===== config.mk =====
export PLATFORM = sky130hd
export DESIGN_NAME = moving_avg_filter
export DESIGN_NICKNAME = d
export VERILOG_FILES = /design/src/rtl/moving_avg_filter.sv
export SDC_FILE = /design/constraint.sdc
export NUM_CORES = 1
export LEC_CHECK = 0
export ABC_AREA = 1
export ABC_CLOCK_PERIOD_IN_PS = 7800
export CORE_UTILIZATION = 35
export DETAILED_ROUTE_END_ITERATION = 10
export GPL_TIMING_DRIVEN = 0
export PLACE_DENSITY_LB_ADDON = 0.15
export SYNTH_ARGS = -nofsm -noshare
export SYNTH_HDL_FRONTEND = slang
export SYNTH_SLANG_ARGS = --single-unit

===== constraint.sdc =====
create_clock -name i_w_clk -period 7.8 [get_ports i_w_clk]
set_input_delay 1.17 -clock i_w_clk [delete_from_list [all_inputs] [get_ports i_w_clk]]
set_output_delay 1.17 -clock i_w_clk [all_outputs]
set_load 0.03 [all_outputs]

===== src/rtl/moving_avg_filter.sv =====
// moving_avg_filter: N = 2^WIN_LOG2 tap moving average feeding an async FIFO
// write port. The sum is maintained incrementally from a circular buffer of
// the last N samples. One result is produced per accepted sample once the
// window is full. A result waiting on a full FIFO stalls the input.
// Optional build macro MAF_ROUND_EN: round-half-up instead of truncating.
module moving_avg_filter #(
   parameter int D_SIZE   = 8,
   parameter int WIN_LOG2 = 2
) (
   input  logic              i_w_clk,
   input  logic              i_w_rstn,
   input  logic              i_valid,
   input  logic [D_SIZE-1:0] i_sample,
   input  logic              i_clear,
   input  logic              i_fifo_full,
   output logic              o_ready,
   output logic              o_w_inc,
   output logic [D_SIZE-1:0] o_w_data,
   output logic              o_primed
);

   localparam int N  = 1 << WIN_LOG2;
   localparam int SW = D_SIZE + WIN_LOG2;

   typedef enum logic {FILL, RUN} state_t;

   logic [N-1:0][D_SIZE-1:0] win_q, win_d;
   logic [SW-1:0]            sum_q, sum_d;
   logic [SW-1:0]            res_sum;
   logic [WIN_LOG2-1:0]      idx_q, idx_d;
   state_t                   state_q, state_d;
   logic [D_SIZE-1:0]        out_q, out_d;
   logic                     pend_q, pend_d;
   logic                     accept;
   logic                     load;

   // Handshake: a result stuck behind a full FIFO blocks new samples.
   assign o_ready  = ~pend_q | ~i_fifo_full;
   assign o_w_inc  = pend_q & ~i_fifo_full;
   assign o_w_data = out_q;
   assign o_primed = (state_q == RUN);

   assign accept = i_valid & o_ready & ~i_clear;

   // Next-state: window update, running sum, FSM and output register.
   always_comb begin
      win_d   = win_q;
      sum_d   = sum_q;
      idx_d   = idx_q;
      state_d = state_q;
      out_d   = out_q;
      pend_d  = pend_q;
      load    = 1'b0;
      // Zeroed slots during FILL make "subtract the oldest" a no-op.
      // Modular arithmetic in SW bits is exact since the true sum always fits.
      res_sum = sum_q + {{WIN_LOG2{1'b0}}, i_sample} - {{WIN_LOG2{1'b0}}, win_q[idx_q]};
`ifdef MAF_ROUND_EN
      // Max sum + N/2 stays below N*2^D_SIZE, so no extra bit is needed.
      res_sum = res_sum + SW'(N / 2);
`endif
      if (i_clear) begin
         win_d   = '0;
         sum_d   = '0;
         idx_d   = '0;
         state_d = FILL;
         pend_d  = 1'b0;
      end else begin
         // Drain first; a same-edge load below overrides it.
         if (o_w_inc)
            pend_d = 1'b0;
         if (accept) begin
            win_d[idx_q] = i_sample;
            sum_d        = sum_q + {{WIN_LOG2{1'b0}}, i_sample} - {{WIN_LOG2{1'b0}}, win_q[idx_q]};
            idx_d        = idx_q + WIN_LOG2'(1);
            if (state_q == RUN || idx_q == WIN_LOG2'(N - 1)) begin
               state_d = RUN;
               load    = 1'b1;
            end
         end
         if (load) begin
            out_d  = res_sum[SW-1:WIN_LOG2];
            pend_d = 1'b1;
         end
      end
   end

   // State registers, asynchronously cleared.
   always_ff @(posedge i_w_clk or negedge i_w_rstn) begin
      if (!i_w_rstn) begin
         win_q   <= '0;
         sum_q   <= '0;
         idx_q   <= '0;
         state_q <= FILL;
         out_q   <= '0;
         pend_q  <= 1'b0;
      end else begin
         win_q   <= win_d;
         sum_q   <= sum_d;
         idx_q   <= idx_d;
         state_q <= state_d;
         out_q   <= out_d;
         pend_q  <= pend_d;
      end
   end

endmodule


# [After elaboration in Yosys (flattened, before gate mapping)]
# Cells that the tools add are included.
[totals] ff_bits=54 inputBits=13
[classes] n_reduce_logical=7 n_addsub=3 n_mux=20 bitwise=7 magnitude_cmp=2 eq_ne=1
[ops] cell="2-to-1 mux 32 bit" n=2
[ops] cell="bitwise mux 32 bit" n=1
[ops] cell="2-to-1 mux 10 bit" n=2
[ops] cell="binary-select mux 8 bit (select 2 bit)" n=1
[ops] cell="demux 8 bit (select 2 bit)" n=1
[ops] cell="2-to-1 mux 8 bit" n=2
[ops] cell="adder 10 x 8 -> 10 bit" n=1
[ops] cell="subtractor 10 x 8 -> 10 bit" n=1
[ops] cell="2-to-1 mux 1 bit" n=9
[ops] cell="2-to-1 mux 2 bit" n=2
[ops] cell="AND reduction 2 bit" n=2
[ops] cell="nonzero test 2 bit" n=2
[ops] cell="bitwise AND 1 bit" n=3
[ops] cell="< comparator 2 x 3 -> 1 bit (second input constant)" n=1
[ops] cell="NOT 1 bit" n=3
[ops] cell="nonzero test 3 bit" n=1
[ops] cell="adder 2 x 1 -> 2 bit (second input constant)" n=1
[ops] cell="equality test 2 bit (second input constant)" n=1
[ops] cell=">= comparator 2 x 1 -> 1 bit (second input constant)" n=1
[ops] cell="logical AND 1 bit" n=1
[ops] cell="logical OR 1 bit" n=1
[ops] cell="OR 1 bit" n=1

# [Longest topological paths before layout]
# Gate-level depths: netlist of the first run.
[logic_depth] word_depth=8 mapped_depth=17

# [Least setup slack after synthesis of the first run]
# Ideal clock, no wire load.
[synth_timing] kind="input port to flip-flop" start="input i_sample[1]" end="register out_q[6], in the netlist o_w_data[6]" arrival_ps=2705 path_stages=9 required_ps=7683 path_buffers=0 setup_slack_ps=4978 path_cell_list="inv_1 -> fa_1 -> fa_1 -> o21ai_2 -> nand2_1 -> nand2_1 -> nand2_1 -> nand3_1 -> nand2_1"
[synth_via] elab_chain_len=2
[synth_rtl] item="start: declaration" line="13" source="input logic [D_SIZE-1:0] i_sample,"
[synth_rtl] item="adder 10 x 8 -> 10 bit" line="56" source="res_sum = sum_q + {{WIN_LOG2{1'b0}}, i_sample} - {{WIN_LOG2{1'b0}}, win_q[idx_q]};"
[synth_rtl] item="subtractor 10 x 8 -> 10 bit" line="56"
[synth_rtl] item="end signal: assignment" line="101" source="out_q <= out_d;"
[synth_rtl] item="end: declaration" line="32" source="logic [D_SIZE-1:0] out_q, out_d;"
# No other way between the ends.
# A chain may end at the register's enable or synchronous reset.

# [Final worst setup path of the first run]
[layout_timing] start="input i_fifo_full" end="output o_ready"
[layout_via] elab_chain_len=2
[layout_rtl] item="start: declaration" line="15" source="input logic i_fifo_full,"
[layout_rtl] item="NOT 1 bit" line="38" source="assign o_ready = ~pend_q | ~i_fifo_full;"
[layout_rtl] item="OR 1 bit" line="38"
[layout_rtl] item="end: declaration" line="16" source="output logic o_ready,"
# No other way between the ends.

==> flow_summary.yaml, run 1 <==
sta:
  max_slew_margin_pct: 56.3
  drv_slew: 0
  whs_ns: 0.484
  rsz0062_at_grt: "false"
  tightest_slew_ns: 0.656
  min_period_over_period_pct: 45.6
  tns_ns: 0
  hold_violations: 0
  fin_crit_ns: 3.56
  finalClockSkew_ns: 0.0144
  max_freq_mhz: 281
  setup_violations: 0
  worst_slack_ns: 4.24
synthesis:
  syn_inst: 366
  synth_top_area_share_pct: 43.5
  synth_fp_nets: 401
  yosysMostFrequentCell: "nand2_1"
  synth_area_um2: 3100
  avgSynthCellArea_um2: 8.48
  yosysWarnings: 0
  synth-seq-cells: 54
  synth-async-reset-ratio_pct: 100
  synth_largest_area_cell: "dfrtp_1"
  ys_types: 30
  synth-main-ff-cell: "dfrtp_1"
  yosys-top-cells-area: "dfrtp_1 (44%), nand2_1 (8.0%), nand3_1 (7.6%), inv_1 (5.7%), ha_1 (5.6%)"
  ys_seq_area_share_pct: 43.5
  synth_common_cells: "nand2_1 (66), dfrtp_1 (54), inv_1 (47), nand3_1 (47), o21ai_0 (30)"
  synth_enable_flop_cells: 0
finish:
  fill_cells: 859
  diodes: 0
  final_nets: 432
  design_area_um2: 3590
  multi_input_area_um2: 1450
  seq_area_um2: 1350
  drive_gt1_share_pct: 8.79
  syn_to_final_growth_pct: 15.7
  utilization_pct: 42.8
  finalNonFillerCells: 503
placed_design:
  dpl_worst_slack_ns: 4.23
  io_buffers: 23
  routabilityCongestion: 0.854
  hpwl_um: 5850
  placed_cells_incl_taps: 495
  placed_cell_area_um2: 3480
clock_network:
  numCtsBuffers: 5
  path_clk_slew_ns: 0.10
  cts-root-buf: "clkbuf_8"
  clock_sinks: 54
  clk_path_buf_depth: 2
  cts_setup_buffers: 0
  cts_hold_buf: 0
  cts_tree: "built"
  htreeDepth: 2
  insertion_delay_ns: 0.31
  post_cts_resized: 0
global_routing:
  grt_max_degree: 30
  use_met1_pct: 26.3
  first_global_vias: 2531
  grt_antenna_before_repair: 0
  track_usage_pct: 19.5
  met3_usage_pct: 3.95
  grtUsageMet2_pct: 32.1
  grt_busiest_layer: "met2"
  overflow: 0
  grt_first_pass_wirelength_um: 13200
min_path:
  hp-start: "o_w_data[4]"
  hold_path.class: "flop to flop"
setup_path:
  critPathLaunch: "i_fifo_full"
  cp_cell_sequence: "clkdlybuf4s50_1, nand2_2, clkdlybuf4s50_1"
  critPathMaxStageDelay_ns: 0.67
  cp_common_cell: "clkdlybuf4s50_1"
  cpMaxStageDelayCell: "clkdlybuf4s50_1"
  crit_type: "input pin to output port"
  rr_startpoint: "idx_q[0]"
  required_ns: 6.63
  cp-end-kind: "output port"
  start_kind: "input pin"
  cp.arrival_ns: 2.39
  crit_fanout: 3
floorplan:
  initial_core_util_pct: 37.0
  die_h_um: 96.2
  die_w_um: 96.2
  ios: 24
  dieArea_um2: 9250
  core.rowCount: 33
  core_um2: 8380
detailed_routing:
  first_iter_violations: 144
  dr.pass1.iters: 4
  detail-route-antenna-nets: 0
  drc_errors: 0
  viasPerCell: 5.08
  vias: 2557
  wl_per_cell_um: 16.1
  drt_wl_total_um: 8080
status:
  status: "finished, final reports clean"
flow_run:
  cap_violations: 0
power_and_ir_drop:
  vdd_drop_max_mv: 0.171
  p_per_area_nw_per_um2: 303
  power.total_mw: 1.09
  p_leak_nw: 1.73
path summary, 6_finish.rpt:
check                      slack, ns  depth (start not counted)           to
max                             4.24                          3      o_ready
min                             0.48                          2  o_w_data[4]
max reg2reg                     4.65                         12     sum_q[6]
min reg2reg                     0.48                          2  o_w_data[4]
max in group asynchronous       6.33                          2     idx_q[1]
min in group asynchronous       0.87                          1    win_q[30]
per-layer routing:
layer  vias up  wire length, µm
li1       1276                -
met1      1225             3950
met2        51             3760
met3         5              310
met4         0               65
met5         -                0
area by class of cell:
type / count / share of cell area, %
plain buffers: 10 / 2.65
clock buffers: 6 / 2.02
clock inverters: 2 / 1.05
inverters: 53 / 5.68
multi-input cells: 249 / 40.5
flip-flops and latches: 54 / 37.6
well taps: 105 / 3.66
repair buffers: 24 / 6.83
where the power goes:
group	internal (mW)	leakage, nW	switching, mW
logic	0.207	0.948	0.338
registers	0.325	0.733	0.0215
clock network	0.0961	0.0514	0.0996
total	0.629	1.73	0.459
cells by family (layout without fill, tap and decap cells):
kind of cell	after synthesis	after routing	synth area share, %
flops	54	54	43.5
simple gates	147	147	21.2
compound gates	76	76	13.7
xor+xnor	4	4	1.13
fa+ha+maj	22	22	10.8
buf+inv	63	95	9.63
worst max-delay path: cells and delay by family:
kind          cells  cell delay (ns)
simple gates      1             0.11
buf+inv           2             1.10
registers in the layout, indices dropped and copies added (netlist names):
signal,count
o_primed,1
sum_q,10
o_w_data,8
win_q,32
pend_q,1
idx_q,2
layout by cell type, fill, tap and decap left out, drive strengths merged:
cell / instances
o22ai: 12
xor2: 1
clkdlybuf4s50: 22
clkinv: 1
nand3b: 3
o31ai: 1
ha: 14
inv: 52
clkbuf: 7
xnor2: 3
clkinvlp: 1
buf: 11
dfrtp: 54
nand3: 47
bufinv: 1
fa: 8
nor2: 25
a21oi: 6
nand2: 71
o21a: 1
nand4: 1
o21ai: 56
Note: power is estimated with default switching activity, not from simulation.
==> inputs of run 2 (changes only) <==
Settings changed: ABC_CLOCK_PERIOD_IN_PS 7800 to 3550.
Clock period 7.8 ns to 3.55 ns, I/O delays scaled along.
==> results of run 2 <==
The final DEF is identical to that of run 1. Status: finished, final reports clean.
Among the figures that moved: setup slack after placement 4.23 ns -> 0.432 ns; clock-pin slew on the worst setup and hold paths 0.10 ns -> 0.11 ns; setup slack after layout 4.24 ns -> 0.404 ns; hold slack 0.484 ns -> 0.232 ns; start point of the critical path i_fifo_full -> idx_q[0]; end point of the critical path o_ready -> sum_q[6]; register-to-register setup slack 4.65 ns -> 0.40 ns; total power 1.09 mW -> 2.39 mW; worst IR drop on VDD 0.171 mV -> 0.376 mV
==> inputs of run 3 (changes only) <==
Settings changed: CELL_PAD_IN_SITES_DETAIL_PLACEMENT set to 1, CELL_PAD_IN_SITES_GLOBAL_PLACEMENT set to 1.
==> flow_summary.yaml, run 3 (same netlist as run 1, synthesis figures left out) <==
floorplan:
  core.rowCount: 33
  die_w_um: 96.2
  core_um2: 8380
  dieArea_um2: 9250
  ios: 24
  initial_core_util_pct: 37.0
  die_h_um: 96.2
placed_design:
  placed_cells_incl_taps: 495
  io_buffers: 23
  hpwl_um: 6610
  routabilityCongestion: 0.811
  placed_cell_area_um2: 3480
clock_network:
  insertion_delay_ns: 0.32
  htreeDepth: 2
  clk_path_buf_depth: 2
  path_clk_slew_ns: 0.11
  cts-root-buf: "clkbuf_8"
  clock_sinks: 54
  cts_setup_buffers: 0
  cts_tree: "built"
  post_cts_resized: 0
  cts_hold_buf: 0
  numCtsBuffers: 5
detailed_routing:
  first_iter_violations: 159
  vias: 2611
  wl_per_cell_um: 17.2
  detail-route-antenna-nets: 0
  viasPerCell: 5.19
  drt_wl_total_um: 8640
  dr.pass1.iters: 4
  drc_errors: 0
power_and_ir_drop:
  power_frac_seq_pct: 32.4
  power_frac_clock_pct: 16.0
  p_leak_nw: 1.73
  p_per_area_nw_per_um2: 658
  internal_power_mw: 1.33
  vdd_drop_max_mv: 0.258
  power_frac_comb_pct: 51.6
  p_sw_mw: 1.02
  swShare_pct: 43.5
setup_path:
  cpMaxStageDelayCell: "fa_1"
  cp_common_cell: "nand2_1"
  crit_type: "flop to flop"
  critPathLaunch: "idx_q[0]"
  critPathMaxStageDelay_ns: 0.52
  cp-end-kind: "flop"
  rrSetupSlack_ns: 0.25
  worstRegToRegCells: 12
  rr_startpoint: "idx_q[0]"
  start_kind: "flop"
  endpoint: "sum_q[6]"
  worstReg2RegEnd: "sum_q[6]"
  cp.arrival_ns: 3.51
  cp_cell_sequence: "buf_2, clkbuf_1, nor2_1, o22ai_1, fa_1, fa_1, o21ai_2, nand2_1, nand2_1, nand2_1, nand3_1, nand2_1"
  crit_fanout: 10
  required_ns: 3.76
finish:
  final_common_cell: "nand2_1"
  final_nets: 432
  diodes: 0
  finalNonFillerCells: 503
  regMostFlops: "win_q"
  drive_gt1_share_pct: 9.05
  design_area_um2: 3580
  final_cell_mix: "nand2_1 (66), dfrtp_1 (54), inv_1 (47), nand3_1 (47), o21ai_0 (30)"
  syn_to_final_growth_pct: 15.2
  utilization_pct: 42.7
  largest_reg_flops: 32
sta:
  finalClockSkew_ns: 0.0133
  fin_crit_ns: 3.30
  drv_slew: 0
  max_freq_mhz: 303
  tns_ns: 0
  min_period_over_period_pct: 92.9
  rsz0062_at_grt: "false"
  setup_violations: 0
  tightest_slew_ns: 0.594
  max_slew_margin_pct: 60.4
  hold_violations: 0
global_routing:
  grt_antenna_before_repair: 0
  grt_first_pass_wirelength_um: 14400
  track_usage_pct: 21.2
  grt_max_degree: 37
  first_global_vias: 2699
  overflow: 0
flow_run:
  cap_violations: 0
min_path:
  hold_path.class: "input pin to asynchronous set/reset pin"
status:
  status: "finished, final reports clean"
==> run 3: changes by cell type in the layout (fill, tap and decap cells not counted) <==
cell	change
bufinv_16	-1
clkbuf_1	-1
clkbuf_8	+1
clkinv_2	+1
==> run 3: metrics by stage <==
step | power, mW | hold slack (ns) | setup WS (ns)
finish | 2.35 | 0.151 | 0.253
global route | 2.58 | 0.184 | 0.0750
CTS | 2.39 | 0.174 | 0.245
detailed placement | 2.01 | 0.467 | 0.253
global placement | 1.97 | 0.463 | 0.144
floorplan | 1.66 | 0.237 | 0.950
==> run 3: area by class of cell <==
| type | instances | area [µm²] |
|---|---|---|
| plain buffers | 10 | 95.1 |
| clock buffers | 6 | 82.6 |
| clock inverters | 2 | 12.5 |
| fillers | 1032 | 4810 |
| inverters | 53 | 204 |
| multi-input cells | 249 | 1450 |
| flip-flops and latches | 54 | 1350 |
| well taps | 105 | 131 |
| repair buffers | 24 | 245 |
==> run 3: how the worst min path moves through the flow <==
stage,from,to,slack [ns],cells after the start
final,i_w_rstn,win_q[28],0.15,1
after detailed placement,sum_q[6],sum_q[6],0.47,2
after floorplan,i_w_rstn,idx_q[0],0.24,0
after global placement,o_w_data[3],o_w_data[3],0.46,2
after CTS,i_w_rstn,win_q[28],0.17,1
after global routing,i_w_rstn,win_q[28],0.18,1
==> run 3: routing by layer <==
metal	vias up	track usage, %	share of wire, %
li1	1264	-	-
met1	1272	30.1	49
met2	59	32.4	44
met3	16	3.32	4.4
met4	0	7.84	2.8
met5	-	0	0
==> run 3: power by group through the flow <==
stage / combinational, mW / clock (mW) / sequential (mW)
2_1_floorplan: 0.811 / 0 / 0.849
3_3_place_gp: 1.19 / 0 / 0.774
3_5_place_dp: 1.23 / 0 / 0.777
4_1_cts: 1.24 / 0.386 / 0.764
5_1_grt: 1.39 / 0.413 / 0.775
6_report: 1.21 / 0.376 / 0.763
==> run 3: critical path, delay by kind of cell, from the launching register on <==
family	cells	cell delay, ns
AO/OA/AOI/OAI	2	0.52
adder cells (fa/ha/maj)	2	1.02
buffers and inverters	2	0.71
flip-flops	1	0.39
AND/OR/NAND/NOR	6	0.55
==> RTL edit (settings of run 3) <==
`sum_q` no longer has a reset.
--- a/src/rtl/moving_avg_filter.sv
+++ b/src/rtl/moving_avg_filter.sv
@@ -88,14 +88,12 @@
    always_ff @(posedge i_w_clk or negedge i_w_rstn) begin
       if (!i_w_rstn) begin
          win_q   <= '0;
-         sum_q   <= '0;
          idx_q   <= '0;
          state_q <= FILL;
          out_q   <= '0;
          pend_q  <= 1'b0;
       end else begin
          win_q   <= win_d;
-         sum_q   <= sum_d;
          idx_q   <= idx_d;
          state_q <= state_d;
          out_q   <= out_d;
@@ -103,5 +101,9 @@
       end
    end
 
+   always_ff @(posedge i_w_clk) begin
+      sum_q <= sum_d;
+   end
+
 endmodule
 
Behaviour: not the same (Yosys sat finds a counterexample within 10 cycles, from zero or initial values and one cycle with i_w_rstn low).
==> RTL edit against run 3 <==
  * Worst setup slack better by 0.17 ns
  * Sequential power grew 1%
  * Final area down 0.18%
  * Non-clock buffer count shrank 1
  * Sequential cell count unchanged
  * Area after synthesis fell by 1.6%
  * Wire length down 3.6%
  * First-iteration DRC count shrank 35%
  * Clock skew rose by 0.0050 ns
  * Critical path depth unchanged
  * Total power rose by 4.5%
  * Critical path type unchanged
==> RTL edit: results (changes against run 3) <==
====================================================================================
Largest net degree at the start of global routing .....................           33   was 37
Area growth, synth to finish ..........................................        16.8%   was 15.2%
Share of layout cells above drive strength 1 ..........................        7.90%   was 9.05%
Number of inserted filler cells in the final layout ...................         1036   was 1032
Combined global-route utilization of all metal layers .................        20.6%   was 21.2%
Vias in the first global route ........................................         2730   was 2699
Outcome ...............................................................    completed   unchanged
Iteration-0 DRC count of the detailed router ..........................          104   was 159
Share of the yosys chip area belonging to registers ...................        42.6%   was 43.5%
Area of placed instances ..............................................  0.00343 mm²   was 0.00348 mm²
Xor-xnor portion of the synthesized cell area .........................        1.15%   was 1.13%
Synth Area in Adders ..................................................        11.0%   was 10.8%
Cell Area, Synth ......................................................  0.00306 mm²   was 0.00310 mm²
Fin Hold WS ...........................................................    0.0958 ns   was 0.151 ns
Met3 usage in global routing ..........................................        2.71%   was 3.32%
Wl on met1 ............................................................      3920 µm   was 4200 µm
Share of the clock period used by the worst path ......................        88.1%   was 92.9%
Count of clock-net buffers in the final layout ........................            5   was 6
Number of nets in the finished design .................................          439   was 432
Share of flip-flops with an asynchronous set or reset after synthesis .        81.5%   was 100%
Most used standard cells in the synthesized netlist ................... sky130_fd_sc_hd__nand2_1 (77), sky130_fd_sc_hd__inv_1 (50), sky130_fd_sc_hd__nand3_1 (48), sky130_fd_sc_hd__dfrtp_1 (44), sky130_fd_sc_hd__o21ai_0 (42)   was sky130_fd_sc_hd__nand2_1 (66), sky130_fd_sc_hd__dfrtp_1 (54), sky130_fd_sc_hd__inv_1 (47), sky130_fd_sc_hd__nand3_1 (47), sky130_fd_sc_hd__o21ai_0 (30)
Met1 Usage GRT ........................................................        28.0%   was 30.1%
Number of library cell types mapped by synthesis ......................           29   was 30
Net count after synthesis .............................................          408   was 401
Synth Area in Compound Gates ..........................................        13.1%   was 13.7%
Peak per-stage delay on the critical path .............................      0.54 ns   was 0.52 ns
Multi-input gate area in the final layout .............................  0.00146 mm²   was 0.00145 mm²
Wirelength, routed ....................................................      8330 µm   was 8640 µm
Sequential cell area share ............................................        36.5%   was 37.8%
====================================================================================
RTL edit: cell count changes after synthesis, moves of 3 or more:
cell	before	now
sky130_fd_sc_hd__buf_4	1	4
sky130_fd_sc_hd__buf_6	7	0
sky130_fd_sc_hd__nand2_1	66	77
sky130_fd_sc_hd__o22ai_1	12	9
sky130_fd_sc_hd__o21ai_1	22	11
sky130_fd_sc_hd__inv_1	47	50
sky130_fd_sc_hd__dfxtp_1	0	10
sky130_fd_sc_hd__dfrtp_1	54	44
sky130_fd_sc_hd__o21ai_0	30	42
sky130_fd_sc_hd__clkbuf_8	0	3
RTL edit: where the power goes:
part           total, mW  leakage [nW]  internal (mW)  switching [mW]
combinational       1.19         0.992          0.442           0.744
clock              0.501        0.0683          0.283           0.219
sequential         0.771         0.682          0.716          0.0550
total               2.46          1.74           1.44            1.02
RTL edit: cell families after synthesis:
group	count (synthesis)
adder cells (fa/ha/maj)	22
buffers and inverters	64
flip-flops	54
AND/OR/NAND/NOR	156
XOR/XNOR	4
AO/OA/AOI/OAI	73
